[config.mk]
export PLATFORM = sky130hd
export DESIGN_NAME = mem_port_arbiter_flat
export DESIGN_NICKNAME = d
export VERILOG_FILES = /design/src/rtl/mem_arb_pkg.sv /design/src/rtl/mem_port_arbiter_if.sv /design/src/rtl/mem_arb_starve_ctr.sv /design/src/rtl/mem_port_arbiter.sv /design/src/flat_wrapper.sv
export SDC_FILE = /design/constraint.sdc
export NUM_CORES = 1
export LEC_CHECK = 0
export CAP_MARGIN = 20
export CORE_ASPECT_RATIO = 0.6
export CORE_MARGIN = 2
export CORE_UTILIZATION = 46
export DETAILED_ROUTE_END_ITERATION = 16
export GPL_TIMING_DRIVEN = 0
export PLACE_DENSITY_LB_ADDON = 0.3
export SLEW_MARGIN = 40
export SYNTH_ARGS = -nofsm -noshare
export SYNTH_HDL_FRONTEND = slang
export SYNTH_SLANG_ARGS = --single-unit
[constraint.sdc]
create_clock -name clock -period 2.5 [get_ports clock]
set_clock_uncertainty 0.1 [all_clocks]
set_input_delay 0.5 -clock clock [delete_from_list [all_inputs] [get_ports clock]]
set_output_delay 0.5 -clock clock [all_outputs]
set_load 0.005 [all_outputs]
[src/rtl/mem_arb_pkg.sv]
// Shared encodings and widths for the CPU/loader memory port arbiter.
package mem_arb_pkg;

  localparam int unsigned AW_DEF   = 8;
  localparam int unsigned DW_DEF   = 8;
  localparam int unsigned LAT_W    = 3;
  localparam int unsigned STARVE_W = 4;

  typedef enum logic [1:0] {
    ST_IDLE  = 2'd0,
    ST_ISSUE = 2'd1,
    ST_WAIT  = 2'd2,
    ST_RESP  = 2'd3
  } state_t;

  localparam logic OWN_CPU = 1'b0;
  localparam logic OWN_LD  = 1'b1;

endpackage

[src/rtl/mem_port_arbiter_if.sv]
// Request/acknowledge bundle for one requester of the shared RAM port.
interface mem_port_arbiter_if
  import mem_arb_pkg::*;
#(
  parameter int unsigned AW = AW_DEF,
  parameter int unsigned DW = DW_DEF
);

  logic          req;
  logic          we;
  logic [AW-1:0] addr;
  logic [DW-1:0] wdata;
  logic          ack;
  logic [DW-1:0] rdata;

  modport master (output req, output we, output addr, output wdata,
                  input  ack, input  rdata);

  modport slave  (input  req, input  we, input  addr, input  wdata,
                  output ack, output rdata);

endinterface

[src/rtl/mem_arb_starve_ctr.sv]
// Saturating count of CPU grants made while the loader is kept waiting.
module mem_arb_starve_ctr
  import mem_arb_pkg::*;
#(
  parameter int unsigned STARVE_MAX = 4
) (
  input  logic clock,
  input  logic reset,
  input  logic idle,
  input  logic ld_req,
  input  logic cpu_gnt,
  input  logic ld_gnt,
  output logic at_max
);

  logic [STARVE_W-1:0] cnt_q;
  logic [STARVE_W-1:0] cnt_d;

  always_comb begin
    cnt_d = cnt_q;
    if (ld_gnt || (idle && !ld_req)) begin
      cnt_d = '0;
    end else if (cpu_gnt && ld_req && (cnt_q != STARVE_W'(STARVE_MAX))) begin
      cnt_d = cnt_q + STARVE_W'(1);
    end
  end

  // at_max is registered alongside the count so arbitration sees a flop.
  always_ff @(posedge clock) begin
    if (reset) begin
      cnt_q  <= '0;
      at_max <= 1'b0;
    end else begin
      cnt_q  <= cnt_d;
      at_max <= (cnt_d == STARVE_W'(STARVE_MAX));
    end
  end

endmodule

[src/rtl/mem_port_arbiter.sv]
// Serialises CPU and loader accesses onto the single-port RAM; CPU has priority,
// loader wins while the CPU is halted or after STARVE_MAX back-to-back CPU grants.
module mem_port_arbiter
  import mem_arb_pkg::*;
#(
  parameter int unsigned AW         = AW_DEF,
  parameter int unsigned DW         = DW_DEF,
  parameter int unsigned MEM_LAT    = 2,
  parameter int unsigned STARVE_MAX = 4
) (
  input  logic           clock,
  input  logic           reset,
  mem_port_arbiter_if.slave cpu,
  mem_port_arbiter_if.slave ld,
  input  logic           cpu_halted,
  output logic           mem_en,
  output logic           mem_we,
  output logic [AW-1:0]  mem_addr,
  output logic [DW-1:0]  mem_wdata,
  input  logic [DW-1:0]  mem_rdata,
  output logic           busy,
  output logic           grant_ld
);

  state_t             state_q, state_d;
  logic [LAT_W-1:0]   lat_q, lat_d;
  logic               owner_q, owner_d;
  logic               we_q, we_d;
  logic [AW-1:0]      addr_d;
  logic [DW-1:0]      wdata_d;
  logic [DW-1:0]      cpu_rdata_q, cpu_rdata_d;
  logic [DW-1:0]      ld_rdata_q, ld_rdata_d;
  logic               cpu_ack_q, cpu_ack_d;
  logic               ld_ack_q, ld_ack_d;
  logic               mem_en_d, mem_we_d, busy_d;
  logic               cpu_gnt_c, ld_gnt_c;
  logic               starve_at_max;

  mem_arb_starve_ctr #(.STARVE_MAX(STARVE_MAX)) u_starve (
    .clock   (clock),
    .reset   (reset),
    .idle    (state_q == ST_IDLE),
    .ld_req  (ld.req),
    .cpu_gnt (cpu_gnt_c),
    .ld_gnt  (ld_gnt_c),
    .at_max  (starve_at_max)
  );

  // Next-state, request latch and registered-output decode.
  always_comb begin
    state_d     = state_q;
    lat_d       = lat_q;
    owner_d     = owner_q;
    we_d        = we_q;
    addr_d      = mem_addr;
    wdata_d     = mem_wdata;
    cpu_rdata_d = cpu_rdata_q;
    ld_rdata_d  = ld_rdata_q;
    cpu_gnt_c   = 1'b0;
    ld_gnt_c    = 1'b0;

    unique case (state_q)
      ST_IDLE: begin
        if (ld.req && (cpu_halted || starve_at_max)) begin
          ld_gnt_c = 1'b1;
        end else if (cpu.req) begin
          cpu_gnt_c = 1'b1;
        end else if (ld.req) begin
          ld_gnt_c = 1'b1;
        end
        if (cpu_gnt_c) begin
          owner_d = OWN_CPU;
          we_d    = cpu.we;
          addr_d  = cpu.addr;
          wdata_d = cpu.wdata;
          state_d = ST_ISSUE;
        end else if (ld_gnt_c) begin
          owner_d = OWN_LD;
          we_d    = ld.we;
          addr_d  = ld.addr;
          wdata_d = ld.wdata;
          state_d = ST_ISSUE;
        end
      end
      ST_ISSUE: begin
        lat_d   = '0;
        state_d = ST_WAIT;
      end
      ST_WAIT: begin
        lat_d = lat_q + LAT_W'(1);
        if (lat_q == LAT_W'(MEM_LAT - 1)) begin
          if (!we_q) begin
            if (owner_q == OWN_LD) ld_rdata_d  = mem_rdata;
            else                   cpu_rdata_d = mem_rdata;
          end
          state_d = ST_RESP;
        end
      end
      ST_RESP: begin
        state_d = ST_IDLE;
      end
      default: begin
        state_d = ST_IDLE;
      end
    endcase

    mem_en_d  = (state_d == ST_ISSUE);
    mem_we_d  = (state_d == ST_ISSUE) && we_d;
    busy_d    = (state_d != ST_IDLE);
    cpu_ack_d = (state_d == ST_RESP) && (owner_q == OWN_CPU);
    ld_ack_d  = (state_d == ST_RESP) && (owner_q == OWN_LD);
  end

  always_ff @(posedge clock) begin
    if (reset) begin
      state_q     <= ST_IDLE;
      lat_q       <= '0;
      owner_q     <= OWN_CPU;
      we_q        <= 1'b0;
      mem_addr    <= '0;
      mem_wdata   <= '0;
      mem_en      <= 1'b0;
      mem_we      <= 1'b0;
      busy        <= 1'b0;
      cpu_ack_q   <= 1'b0;
      ld_ack_q    <= 1'b0;
      cpu_rdata_q <= '0;
      ld_rdata_q  <= '0;
    end else begin
      state_q     <= state_d;
      lat_q       <= lat_d;
      owner_q     <= owner_d;
      we_q        <= we_d;
      mem_addr    <= addr_d;
      mem_wdata   <= wdata_d;
      mem_en      <= mem_en_d;
      mem_we      <= mem_we_d;
      busy        <= busy_d;
      cpu_ack_q   <= cpu_ack_d;
      ld_ack_q    <= ld_ack_d;
      cpu_rdata_q <= cpu_rdata_d;
      ld_rdata_q  <= ld_rdata_d;
    end
  end

  assign grant_ld  = owner_q;
  assign cpu.ack   = cpu_ack_q;
  assign cpu.rdata = cpu_rdata_q;
  assign ld.ack    = ld_ack_q;
  assign ld.rdata  = ld_rdata_q;

endmodule

[src/flat_wrapper.sv]
// flat-port wrapper written by rule: the top's interface ports become plain ports
module mem_port_arbiter_flat import mem_arb_pkg::*;
#(
  parameter int unsigned AW         = AW_DEF,
  parameter int unsigned DW         = DW_DEF,
  parameter int unsigned MEM_LAT    = 2,
  parameter int unsigned STARVE_MAX = 4
)
  (clock, reset, cpu_halted, mem_en, mem_we, mem_addr, mem_wdata, mem_rdata, busy, grant_ld, cpu_req, cpu_we, cpu_addr, cpu_wdata, cpu_ack, cpu_rdata, ld_req, ld_we, ld_addr, ld_wdata, ld_ack, ld_rdata);
  mem_port_arbiter_if #(.AW(AW), .DW(DW)) cpu_i ();
  mem_port_arbiter_if #(.AW(AW), .DW(DW)) ld_i ();
  input  logic clock;
  input  logic reset;
  input  logic cpu_halted;
  output logic mem_en;
  output logic mem_we;
  output logic [AW-1:0] mem_addr;
  output logic [DW-1:0] mem_wdata;
  input  logic [DW-1:0] mem_rdata;
  output logic busy;
  output logic grant_ld;
  input wire logic [$bits(cpu_i.req)-1:0] cpu_req;
  input wire logic [$bits(cpu_i.we)-1:0] cpu_we;
  input wire logic [$bits(cpu_i.addr)-1:0] cpu_addr;
  input wire logic [$bits(cpu_i.wdata)-1:0] cpu_wdata;
  output wire logic [$bits(cpu_i.ack)-1:0] cpu_ack;
  output wire logic [$bits(cpu_i.rdata)-1:0] cpu_rdata;
  input wire logic [$bits(ld_i.req)-1:0] ld_req;
  input wire logic [$bits(ld_i.we)-1:0] ld_we;
  input wire logic [$bits(ld_i.addr)-1:0] ld_addr;
  input wire logic [$bits(ld_i.wdata)-1:0] ld_wdata;
  output wire logic [$bits(ld_i.ack)-1:0] ld_ack;
  output wire logic [$bits(ld_i.rdata)-1:0] ld_rdata;
  assign cpu_i.req = cpu_req;
  assign cpu_i.we = cpu_we;
  assign cpu_i.addr = cpu_addr;
  assign cpu_i.wdata = cpu_wdata;
  assign cpu_ack = cpu_i.ack;
  assign cpu_rdata = cpu_i.rdata;
  assign ld_i.req = ld_req;
  assign ld_i.we = ld_we;
  assign ld_i.addr = ld_addr;
  assign ld_i.wdata = ld_wdata;
  assign ld_ack = ld_i.ack;
  assign ld_rdata = ld_i.rdata;
  mem_port_arbiter #(.AW(AW), .DW(DW), .MEM_LAT(MEM_LAT), .STARVE_MAX(STARVE_MAX)) u_core (.clock(clock), .reset(reset), .cpu(cpu_i), .ld(ld_i), .cpu_halted(cpu_halted), .mem_en(mem_en), .mem_we(mem_we), .mem_addr(mem_addr), .mem_wdata(mem_wdata), .mem_rdata(mem_rdata), .busy(busy), .grant_ld(grant_ld));
endmodule
; ---- Word level (Yosys, flattened, before mapping)
; Cells that the tools add are included.
[classes]
add_sub_neg = 2
n_eq_ne = 8
muxes = 25
bitwise = 2
reduce_logical = 17
[ops]
columns = op, n
row1 = $mux W8, 4
row2 = $mux W1, 14
row3 = $mux W4, 2
row4 = $pmux W2 S4, 1
row5 = $reduce_and A4 Y1, 2
row6 = $logic_and A1 B1 Y1, 7
row7 = $eq A2 B2 Y1 const B, 3
row8 = $mux W2, 3
row9 = $pmux W3 S2, 1
row10 = $reduce_bool A2 Y1, 3
row11 = $add A4 B1 Y4 const B, 1
row12 = $eq A2 B1 Y1 const B, 2
row13 = $eq A4 B3 Y1 const B, 1
row14 = $ne A4 B3 Y1 const B, 1
row15 = $add A3 B1 Y3 const B, 1
row16 = $eq A3 B1 Y1 const B, 1
row17 = $logic_not A2 Y1, 1
row18 = $logic_or A1 B1 Y1, 2
row19 = $not A1 Y1, 2
row20 = $reduce_and A2 Y1, 1
row21 = $logic_not A1 Y1, 1
[totals]
register_bits = 49
input_bits = 47
output_inout_bits = 38
wordCells = 69

; ---- Logic depth before layout (Yosys ltp)
[depth]
ltp_word = 10
depth_mapped = 8
ltp_nobuf = 7

; ---- Cells and area by module
; From an unflattened synthesis, not the netlist that was laid out.
[unflattened]
cells_unflattened = 251
area_unflattened_um2 = 2212.1
[by_module_without_submodules]
columns = module, instances, cells_per_inst, area_per_inst_um2, seq_area_each_um2
row1 = mem_port_arbiter, 1, 219, 1920.6, 880.8
row2 = mem_arb_starve_ctr, 1, 32, 291.5, 100.1

; ---- Worst setup path after synthesis
; No wires, ideal clock.
[synth_path]
path_kind = reg-to-reg
startpoint = reg u_core.state_q[0]
endpoint = reg u_core.cpu_rdata_q[0] (netlist: u_core.cpu.rdata[0])
setup_ps = 128
arrival_ps = 1418
required_time_ps = 2272
path_slack_ps = 855
stages_incl_launch_ff = 9
path_buffers = 1
synth_period_minus_slack_ps = 1645
path_cell_list = dfxtp_1 > inv_1 > ha_1 > inv_1 > nor2_1 > and4bb_2 > buf_2 > mux2i_1 > nor2_1
[synth_between]
elab_chain_len = 2
[synth_rtl]
columns = item, line_no
row1 = "start, declared", mem_port_arbiter.sv:25  ; state_t state_q, state_d;
row2 = "start signal, assigned", mem_port_arbiter.sv:130  ; state_q <= state_d;
row3 = $eq A2 B2 Y1, mem_port_arbiter.sv:62  ; unique case (state_q)
row4 = $reduce_and A4 Y1 (no line), -
row5 = "end signal, assigned", mem_port_arbiter.sv:141  ; cpu_rdata_q <= cpu_rdata_d;
row6 = "end, declared", mem_port_arbiter.sv:31  ; logic [DW-1:0] cpu_rdata_q, cpu_rdata_d;
; Every way passes these cells.
; A chain may end at the register's enable or synchronous reset.

; ---- Worst setup path after layout
[layout_path]
startpoint = in ld_req
endpoint = reg u_core.mem_addr[4]
[layout_between]
elab_chain_len = 6
word_cells_on_any_way = 10
cone_classes = mux: 7 / reduce/logical: 3
[layout_rtl]
columns = item, line_no
row1 = "start, declared", flat_wrapper.sv:28  ; input wire logic [$bits(ld_i.req)-1:0] ld_req;
row2 = $mux W1, mem_port_arbiter.sv:68  ; end else if (ld.req) begin
row3 = $mux W1, mem_port_arbiter.sv:66  ; end else if (cpu.req) begin
row4 = $mux W1, mem_port_arbiter.sv:64  ; if (ld.req && (cpu_halted || starve_at_max)) begin
row5 = $mux W1, mem_port_arbiter.sv:62
row6 = $reduce_bool A2 Y1 (no line), -
row7 = $reduce_and A2 Y1 (no line), -
row8 = "end signal, assigned", mem_port_arbiter.sv:134  ; mem_addr <= addr_d;
row9 = "end, declared", mem_port_arbiter.sv:18  ; output logic [AW-1:0] mem_addr,
; Parallel ways exist; a longest one is shown, timed or not. The select of a mux whose other input is x is not followed.

==> flow_summary.ini <==
[run_status]
outcome = finished, final reports clean

[worst_setup_path]
crit_start = ld_req
crit_chain = clkdlybuf4s50_1 -> o21ai_4 -> nand2_1 -> buf_4 -> nand2_1 -> a311oi_1
crit_family = buffers and inverters
cp-end-kind = flop
cp.arrival_ps = 2140
cpPeakStageDelay_ps = 590
worst-path-max-fanout = 10
crit_top_cell = nand2_1
worstPathRequired_ps = 2600
criticalPathCategory = primary input to flop
critPathLaunchType = primary input
slowest_stage = clkdlybuf4s50_1
crit_buf_inv = 2
r2r-start = u_core.state_q[0]

[pwr]
vdd_ir_drop_max_mv = 0.352
finalPower_mw = 2.08
pwr-share-comb_pct = 29.1
p_int_mw = 1.49
p_sw_share_pct = 28.5
clock_power_share_pct = 26.4
seqPwrFrac_pct = 44.6
leakage_nw = 1.22
p_sw_uw = 592
power.density_nw_per_um2 = 667

[drt]
first_iter_violations = 94
vias = 2025
finalWirelength_um = 5410
drc = 0
ant_nets = 0
drt-vias-per-instance = 5.31
drtPass1Iterations = 4
post_drt_wl_per_cell_um = 14.2

[global_route]
grt_pass1_wl_um = 8830
gr-usage-all-layers_pct = 21.9
grt_start_max_net_pins = 15
overflow = 0
grt_pass1_vias = 1828
grt_antenna_before_repair = 0

[clock_network]
path_clk_slew_ps = 80
htreeDepth = 2
cts-root-buf = clkbuf_8
hold_buffers = 0
cts_sinks = 49
tritoncts = done
cts_buffers = 5
cts_buffer_depth = 2
clk_latency_ps = 300
cts_resized = 0
post-cts-setup-buffers = 0

[placement]
gp_congestion = 0.774
placed_area_um2 = 3010
dp_cells = 374
dp_hpwl_um = 4130
io_buffers = 84
dp_slack_ps = 153

[sta]
setup_ws_ps = 455
slew_viol_final = 0
rsz0062_at_grt = no
maxSlewHeadroom_pct = 65.7
setup_tns_ps = 0
tightest_slew_ps = 515
min_period_ps = 2040
final.period_utilization_pct = 81.8
fmax_mhz = 489
timing.hold.ws_ps = 403
hold_violations = 0
setup_viol = 0

[yosys]
ys_types = 38
ys_ff_latch = 49
netlist.area_leader.share_pct = 46.8
netlist_top_cells_area = dfxtp_1 (47%), mux2i_1 (8.1%), nor2_1 (7.9%)
yosysTopAreaCell = dfxtp_1
synth_most_common_cell = dfxtp_1
syn_area_per_cell_um2 = 9.11
yosys_warnings = 0
syn_inst = 230
syn_nets = 284
synthArstFlopShare_pct = 0
synth_edf_count = 0
synthTopCellsByCount = dfxtp_1 (49), nor2_1 (44), nand2_1 (22)
synthFlopType = dfxtp_1
synth_area_um2 = 2100
ys_seq_area_share_pct = 46.8

[layout]
fin_area_um2 = 3120
diodes = 0
fin_util_pct = 73.6
stdcell_count = 381
nets = 375
drive_above_1_share_pct = 5.92
area_delta_synth_final_pct = 48.7

[floorplan]
die-area_um2 = 5130
core_area_um2 = 4230
pin_count = 85
die_h_um = 56.3
start_util_pct = 49.5
die_x_um = 91.1
rows = 18

[worst_hold_path]
min_from = u_core.mem_addr[0]
hp-class = flop to flop

[flow_run]
drv_cap = 0
==> worst min-delay path: cells and delay by family, from the launching register on <==
family,cells,cell delay [ps]
flip-flops,1,310
AO/OA/AOI/OAI,1,50
AND/OR/NAND/NOR,1,90
==> power by group through the flow <==
stage | sequential, mW | combinational [mW] | clock [mW]
floorplan | 0.941 | 0.284 | 0
global placement | 0.937 | 0.588 | 0
detailed placement | 0.942 | 0.603 | 0
CTS | 0.926 | 0.605 | 0.548
global route | 0.938 | 0.665 | 0.582
finish | 0.926 | 0.604 | 0.547
==> registers in the layout, summed over array words and instances (netlist names), 2 cells and up <==
name / cells
u_core.cpu.rdata: 8
u_core.lat_q: 3
u_core.state_q: 2
u_core.u_starve.cnt_q: 4
u_core.mem_wdata: 8
u_core.mem_addr: 8
u_core.ld.rdata: 8
==> layout by cell type, fill, tap and decap left out, types with 3 or more instances in the layout <==
cell type         n
buf_2             4
nand2_1          22
a311oi_1         16
clkbuf_8          5
clkdlybuf4s50_1  84
nor2_1           44
ha_1              7
o21ai_0           3
dfxtp_1          49
nor2b_1           4
clkbuf_1          7
nand3_1          18
inv_1             7
mux2i_1          17
==> worst paths after layout <==
| path | cells after the start | slack, ps | to |
|---|---|---|---|
| setup / recovery | 6 | 460 | u_core.mem_addr[4] |
| hold / removal | 2 | 400 | u_core.mem_addr[0] |
| setup reg to reg | 6 | 520 | u_core.mem_wdata[4] |
| hold reg to reg | 2 | 400 | u_core.mem_addr[0] |
==> routing by layer <==
layer	vias to the layer above	routed length (µm)	track usage, %	share of wire [%]
met3	5	629	10.1	12
met1	946	2410	29.4	45
met2	90	2330	32.3	43
met4	0	46	5.19	0.85
li1	984	-	-	-
met5	-	0	0	0
==> cells by family after synthesis <==
group                      Yosys count  share of synthesized area [%]
DFF                                 49                           46.8
buffers and inverters               21                           4.18
adders and majority gates            7                           4.18
xor gates and xnor gates             2                          0.836
and+or+nand+nor                    102                           22.6
muxes                               17                           8.12
AOI/OAI and AO/OA                   32                           13.3
==> layout make-up <==
cell class,count,area [µm²]
repair buffers,84,841
plain buffers,14,61.3
fillers,338,1120
flip-flops and latches,49,981
multi-input cells,160,1030
clock inverters,2,35.0
inverters,7,26.3
well taps,60,75.1
clock buffers,5,68.8
(Power assumes the default switching activity.)
